--- src/rtl/ssd1306_spi_tx_pkg.sv ---
// Shared definitions for the SSD1306 SPI transmitter: FSM state encodings,
// D/C# line constants shared with the ssd1306 receiver, and width helpers.
package ssd1306_spi_tx_pkg;

  typedef enum logic [2:0] {
    SSD1306_TX_RST_LOW  = 3'd0,
    SSD1306_TX_RST_WAIT = 3'd1,
    SSD1306_TX_IDLE     = 3'd2,
    SSD1306_TX_SHIFT    = 3'd3,
    SSD1306_TX_CS_HOLD  = 3'd4
  } tx_state_e;

  localparam logic SSD1306_DC_CMD  = 1'b0;
  localparam logic SSD1306_DC_DATA = 1'b1;

  function automatic int max3(input int a, input int b, input int c);
    int m;
    m = (a > b) ? a : b;
    return (m > c) ? m : c;
  endfunction

  // A counter for n states still needs one bit when n is 1.
  function automatic int cnt_width(input int n);
    return (n > 1) ? $clog2(n) : 1;
  endfunction

endpackage

--- src/rtl/ssd1306_spi_phase.sv ---
// SCL phase and bit counters: each bit is CLK_DIV low cycles then CLK_DIV
// high cycles; strobes mark the cycle before SCL rises or falls.
module ssd1306_spi_phase
  import ssd1306_spi_tx_pkg::*;
#(
  parameter int CLK_DIV = 4
) (
  input  logic clk_i,
  input  logic rst_i,
  input  logic run_i,
  input  logic load_i,
  output logic fall_en_o,
  output logic rise_en_o,
  output logic last_cycle_o
);

  localparam int PW = cnt_width(CLK_DIV);

  logic [PW-1:0] phase_q;
  logic          high_q;
  logic [2:0]    bit_q;
  logic          phase_end;

  assign phase_end    = run_i && (phase_q == PW'(CLK_DIV - 1));
  assign rise_en_o    = phase_end && !high_q;
  assign fall_en_o    = phase_end && high_q;
  assign last_cycle_o = fall_en_o && (bit_q == 3'd0);

  always_ff @(posedge clk_i) begin
    if (!rst_i) begin
      phase_q <= '0;
      high_q  <= 1'b0;
      bit_q   <= 3'd7;
    end else if (load_i) begin
      phase_q <= '0;
      high_q  <= 1'b0;
      bit_q   <= 3'd7;
    end else if (!run_i) begin
      phase_q <= '0;
      high_q  <= 1'b0;
    end else if (phase_end) begin
      phase_q <= '0;
      high_q  <= !high_q;
      if (high_q) bit_q <= bit_q - 3'd1;
    end else begin
      phase_q <= phase_q + PW'(1);
    end
  end

endmodule

--- src/rtl/ssd1306_spi_tx.sv ---
// SSD1306 4-wire SPI transmitter: sequences the panel RES# pulse, then
// serializes command/data bytes MSB first in SPI mode 0.
module ssd1306_spi_tx
  import ssd1306_spi_tx_pkg::*;
#(
  parameter int CLK_DIV            = 4,
  parameter int RST_PULSE_CYCLES   = 160,
  parameter int RST_RECOVER_CYCLES = 1600
) (
  input  logic       clk_i,
  input  logic       rst_i,
  input  logic       oled_init_i,
  input  logic [7:0] s_data_i,
  input  logic       s_dc_i,
  input  logic       s_valid_i,
  output logic       s_ready_o,
  output logic       busy_o,
  output logic       scl_o,
  output logic       mosi_o,
  output logic       cs_o,
  output logic       dc_o,
  output logic       oled_rst_o,
  output tx_state_e  state_o
);

  localparam int TW = $clog2(max3(RST_PULSE_CYCLES, RST_RECOVER_CYCLES, CLK_DIV) + 1);

  tx_state_e     state_q, state_d;
  logic [TW-1:0] timer_q;
  logic [7:0]    shreg_q;
  logic          dc_q, scl_q;
  logic          hs, in_shift, fall_en, rise_en, last_cycle;

  // Handshake: a byte moves when s_valid_i and s_ready_o are both high on the
  // same rising edge; ready never depends on valid, and valid must hold until then.
  assign in_shift  = (state_q == SSD1306_TX_SHIFT);
  assign s_ready_o = (state_q == SSD1306_TX_IDLE) || (in_shift && last_cycle);
  assign hs        = s_valid_i && s_ready_o;

  ssd1306_spi_phase #(.CLK_DIV(CLK_DIV)) u_phase (
    .clk_i        (clk_i),
    .rst_i        (rst_i),
    .run_i        (in_shift),
    .load_i       (hs),
    .fall_en_o    (fall_en),
    .rise_en_o    (rise_en),
    .last_cycle_o (last_cycle)
  );

  always_comb begin
    state_d = state_q;
    case (state_q)
      SSD1306_TX_RST_LOW:
        if (timer_q == TW'(RST_PULSE_CYCLES - 1)) state_d = SSD1306_TX_RST_WAIT;
      SSD1306_TX_RST_WAIT:
        if (timer_q == TW'(RST_RECOVER_CYCLES - 1)) state_d = SSD1306_TX_IDLE;
      SSD1306_TX_IDLE:
        if (hs)               state_d = SSD1306_TX_SHIFT;
        else if (oled_init_i) state_d = SSD1306_TX_RST_LOW;
      SSD1306_TX_SHIFT:
        if (last_cycle && !s_valid_i) state_d = SSD1306_TX_CS_HOLD;
      SSD1306_TX_CS_HOLD:
        if (timer_q == TW'(CLK_DIV - 1)) state_d = SSD1306_TX_IDLE;
      default: state_d = SSD1306_TX_RST_LOW;
    endcase
  end

  always_ff @(posedge clk_i) begin
    if (!rst_i) begin
      state_q <= SSD1306_TX_RST_LOW;
      timer_q <= '0;
    end else begin
      state_q <= state_d;
      // Timer only runs in the timed states and restarts on every entry.
      if (state_d != state_q || state_q == SSD1306_TX_IDLE || state_q == SSD1306_TX_SHIFT)
        timer_q <= '0;
      else
        timer_q <= timer_q + TW'(1);
    end
  end

  always_ff @(posedge clk_i) begin
    if (!rst_i) begin
      shreg_q <= 8'h00;
      dc_q    <= SSD1306_DC_CMD;
      scl_q   <= 1'b0;
    end else begin
      if (hs) begin
        shreg_q <= s_data_i;
        dc_q    <= s_dc_i;
      end else if (fall_en && !last_cycle) begin
        shreg_q <= {shreg_q[6:0], 1'b0};
      end
      if (rise_en)      scl_q <= 1'b1;
      else if (fall_en) scl_q <= 1'b0;
    end
  end

  assign busy_o     = (state_q != SSD1306_TX_IDLE);
  assign scl_o      = scl_q;
  assign mosi_o     = shreg_q[7];
  assign cs_o       = !(in_shift || state_q == SSD1306_TX_CS_HOLD);
  assign dc_o       = dc_q;
  assign oled_rst_o = (state_q != SSD1306_TX_RST_LOW);
  assign state_o    = state_q;

endmodule

--- config.mk ---
export PLATFORM = sky130hd
export DESIGN_NAME = ssd1306_spi_tx
export DESIGN_NICKNAME = d
export VERILOG_FILES = /design/src/rtl/ssd1306_spi_tx_pkg.sv /design/src/rtl/ssd1306_spi_phase.sv /design/src/rtl/ssd1306_spi_tx.sv
export SDC_FILE = /design/constraint.sdc
export NUM_CORES = 1
export LEC_CHECK = 0
export CORE_ASPECT_RATIO = 0.5
export CORE_MARGIN = 4
export CORE_UTILIZATION = 42
export DETAILED_ROUTE_END_ITERATION = 7
export GPL_ROUTABILITY_DRIVEN = 0
export PLACE_DENSITY = 0.71
export REMOVE_ABC_BUFFERS = 1
export SLEW_MARGIN = 10
export SYNTH_ARGS = -nofsm -noshare
export SYNTH_HDL_FRONTEND = slang
export SYNTH_SLANG_ARGS = --single-unit
--- constraint.sdc ---
create_clock -name clk_i -period 1.8 [get_ports clk_i]
set_input_delay 0.36 -clock clk_i [delete_from_list [all_inputs] [get_ports clk_i]]
set_output_delay 0.36 -clock clk_i [all_outputs]
set_load 0.005 [all_outputs]
==> insert_results.sql <==
INSERT INTO impl_metrics (metric_group, metric, value, unit) VALUES
('status', 'status', 'completed', ''),
('sta', 'worst_clock_skew', '0.00663', 'ns'),
('hold_path', 'whs_endpoint', 'u_phase.phase_q[0]', ''),
('floorplan', 'floorplan.die.width', '93.0', 'um'),
('setup_path', 'critical-path-max-stage-delay', '0.33', 'ns'),
('floorplan', 'initial_utilization', '44.0', '%'),
('clock_tree', 'tritoncts_clock_tree', 'yes', ''),
('sta', 'relSlewSlack', '77.1', '%'),
('clock_tree', 'clock_tree_root_buffer_cell', 'sky130_fd_sc_hd__clkbuf_8', ''),
('drt', 'routed_wl', '3400', 'um'),
('setup_path', 'startpoint_class', 'flop', ''),
('setup_path', 'cpMostUsedCell', 'sky130_fd_sc_hd__nand2_1', ''),
('setup_path', 'reg_to_reg_critical_path_endpoint', 'timer_q[1]', ''),
('clock_tree', 'cts_made_buffers', '5', ''),
('setup_path', 'worst-setup-path-type', 'flop to output port', ''),
('cells_and_area', 'finish.instance_area', '2110', 'sq um'),
('placement', 'buffer_ports.inserted', '22', ''),
('clock_tree', 'htree_num_levels', '2', ''),
('sta', 'tightest_slew', '0.340', 'ns'),
('hold_path', 'min-delay-start', 'u_phase.phase_q[0]', ''),
('setup_path', 'reg2regPathDepth', '6', ''),
('cells_and_area', 'layout.cells.most_common_list', 'sky130_fd_sc_hd__dfxtp_1 (25), sky130_fd_sc_hd__buf_4 (25), sky130_fd_sc_hd__clkdlybuf4s50_1 (19)', ''),
('setup_path', 'endpoint_kind_of_the_worst_setup_timing_path', 'output port', ''),
('global_routing', 'grt_antenna_before_repair', '0', ''),
('floorplan', 'top_level_ports', '23', ''),
('sta', 'fin_ws', '0.0512', 'ns'),
('setup_path', 'register_to_register_setup_slack', '0.09', 'ns'),
('clock_tree', 'cts_num_sinks', '30', ''),
('cells_and_area', 'drive_gt1_share', '24.9', '%'),
('sta', 'timing.setup.tns', '0', 'ns'),
('sta', 'fin_crit_sh', '97.2', '%'),
('sta', 'setup_violations', '0', ''),
('setup_path', 'cpMaxStageDelayCell', 'sky130_fd_sc_hd__dfxtp_2', ''),
('yosys', 'yosysUniqueCellTypes', '41', ''),
('clock_tree', 'clock_insertion_delay_at_the_later_pin_of_the_skew_report', '0.28', 'ns'),
('job', 'maxCapViolations', '0', ''),
('setup_path', 'cp_cell_sequence', 'ha_2, nand2_1, nor2_2, nand2_1, a21boi_1, clkdlybuf4s15_2', ''),
('floorplan', 'core', '3450', 'sq um'),
('placement', 'dp_hpwl', '2520', 'um'),
('yosys', 'syn-cell-area', '1520', 'sq um'),
('power', 'power.leakage', '0.756', 'nW'),
('hold_path', 'kind_of_path_behind_the_tightest_hold_check', 'flop to flop', ''),
('yosys', 'number_of_storage_elements_in_the_synthesis_netlist', '30', ''),
('global_routing', 'grt_first_pass_wirelength', '5730', 'um'),
('floorplan', 'placement_rows', '15', ''),
('yosys', 'synthesis.instances', '169', ''),
('setup_path', 'critPathMaxFanout', '2', ''),
('clock_tree', 'clk_pin_slew_worst_paths', '0.06', 'ns'),
('power', 'cellPowerDensity', '616', 'nW/um^2'),
('global_routing', 'vias_in_the_first_global_route', '1266', ''),
('drt', 'drt.antenna.violating_nets', '0', ''),
('clock_tree', 'cts-hold-fix-buffers', '0', ''),
('setup_path', 'timing.rr.start', 'u_phase.phase_q[0]', ''),
('sta', 'fmax', '572', 'MHz'),
('cells_and_area', 'syn_to_final_growth', '39.0', '%'),
('clock_tree', 'cts-root-to-sink-buffers', '2', ''),
('sta', 'finalHoldViolations', '0', ''),
('yosys', 'sequential_share_of_the_synthesized_area', '39.5', '%'),
('floorplan', 'die_y', '50.5', 'um'),
('global_routing', 'overflow', '0', ''),
('cells_and_area', 'finalNetCount', '233', ''),
('drt', 'routed_via_density', '5.07', ''),
('drt', 'drt-pass1-iter-count', '4', ''),
('yosys', 'avgSynthCellArea', '8.99', 'sq um'),
('yosys', 'yosysWarningCount', '0', ''),
('drt', 'drc', '0', ''),
('global_routing', 'grt_max_degree', '19', ''),
('drt', 'vias', '1360', ''),
('drt', 'drtIter0Drc', '44', ''),
('global_routing', 'combined_global_route_utilization_of_all_metal_layers', '15.5', '%'),
('power', 'vdd_drop_max', '0.000221', 'V');
[per-stage QoR]
stage,utilization [%],cells
global route,61.1,268
CTS,59.9,268
detailed placement,57.0,260
floorplan,-,160
finish,61.1,268
global placement,57.0,260
[per-layer routing]
| metal | vias to the layer above | GRT usage (%) | part of all wire (%) |
|---|---|---|---|
| met2 | 12 | 25.5 | 46 |
| li1 | 713 | - | - |
| met4 | 0 | 6.57 | 1.6 |
| met1 | 628 | 20.0 | 50 |
| met5 | - | 0 | 0 |
| met3 | 7 | 3.14 | 2.3 |
[critical path, delay by kind of cell, from the launching register on]
family          cells  cell delay [ns]
simple gates        3             0.27
compound gates      1             0.12
flops               1             0.33
fa+ha+maj           1             0.18
buf+inv             1             0.21
[what timing repair did]
action                                  4_1_cts  5_1_grt
gates resized for setup                      10       15
gates cloned                                  0        0
pin swaps                                     0        1
buffers inserted                              0        0
hold endpoints to repair                      0        0
endpoints found under the setup margin        4       16
[worst max-delay path by stage]
stage                             startpoint           to  slack [ns]  cells past startpoint
final                     u_phase.phase_q[0]    s_ready_o        0.05                      6
after global routing      u_phase.phase_q[0]    s_ready_o       -0.03                      6
after CTS                   u_phase.bit_q[0]    s_ready_o      -0.002                      6
after detailed placement    u_phase.bit_q[0]    s_ready_o       -0.05                      6
after global placement      u_phase.bit_q[0]    s_ready_o       0.006                      6
after floorplan                   timer_q[0]  timer_q[10]       -0.11                      5
[cells by family (layout without fill, tap and decap cells)]
group | after synthesis | count (layout) | share of synthesized area (%)
simple gates | 66 | 66 | 27.3
compound gates | 34 | 34 | 13.8
flops | 30 | 30 | 39.5
buf+inv | 17 | 65 | 5.27
xor+xnor | 12 | 12 | 6.92
mux | 6 | 6 | 3.95
fa+ha+maj | 4 | 4 | 3.30
[synthesized netlist by cell type (all sizes together)]
cell type  count  area share, %
a21boi         2           0.99
a21o           1           0.49
a21oi         11            3.6
a22oi          1           0.49
a31oi          2           0.82
and2           1           0.41
and4           1           0.58
buf            5            2.2
clkbuf         4            1.1
dfxtp         30             40
ha             4            3.3
inv            8            2.0
mux2i          6            4.0
nand2          9            2.2
nand2b         1           0.41
nand3          9            3.0
nand3b         4            2.8
nand4b         2            1.2
nor2           7            1.7
nor2b          2           0.82
nor3           8            3.4
nor3b          2           0.99
nor4          14            6.2
nor4b          3            2.1
o2111ai        2            1.2
o21a           3            1.5
o21ai          9            3.0
o31a           2            1.2
o31ai          1           0.49
or3            2           0.82
or4b           1           0.66
xnor2         10            5.8
xor2           2            1.2
[registers in the layout (all words and copies together), names as in the netlist]
| signal | flops |
|---|---|
| dc_o | 1 |
| u_phase.bit_q | 3 |
| scl_o | 1 |
| u_phase.high_q | 1 |
| state_o | 3 |
| timer_q | 11 |
| u_phase.phase_q | 2 |
| shreg_q | 8 |
[where the power goes]
part / leakage [nW] / internal (mW) / switching (mW) / total [mW]
Sequential: 0.244 / 0.668 / 0.00724 / 0.676
Combinational: 0.463 / 0.0417 / 0.0270 / 0.0687
Clock: 0.0482 / 0.308 / 0.247 / 0.555
[cell type report]
class | instances | area [sq um]
fill | 302 | 1340
multi-input combinational | 122 | 877
sequential | 30 | 609
timing repair buffer | 49 | 439
clock buffer | 7 | 86.3
tap | 51 | 63.8
inverter | 8 | 30.0
clock inverter | 1 | 5.00
Power figures use the tool's default switching activity.
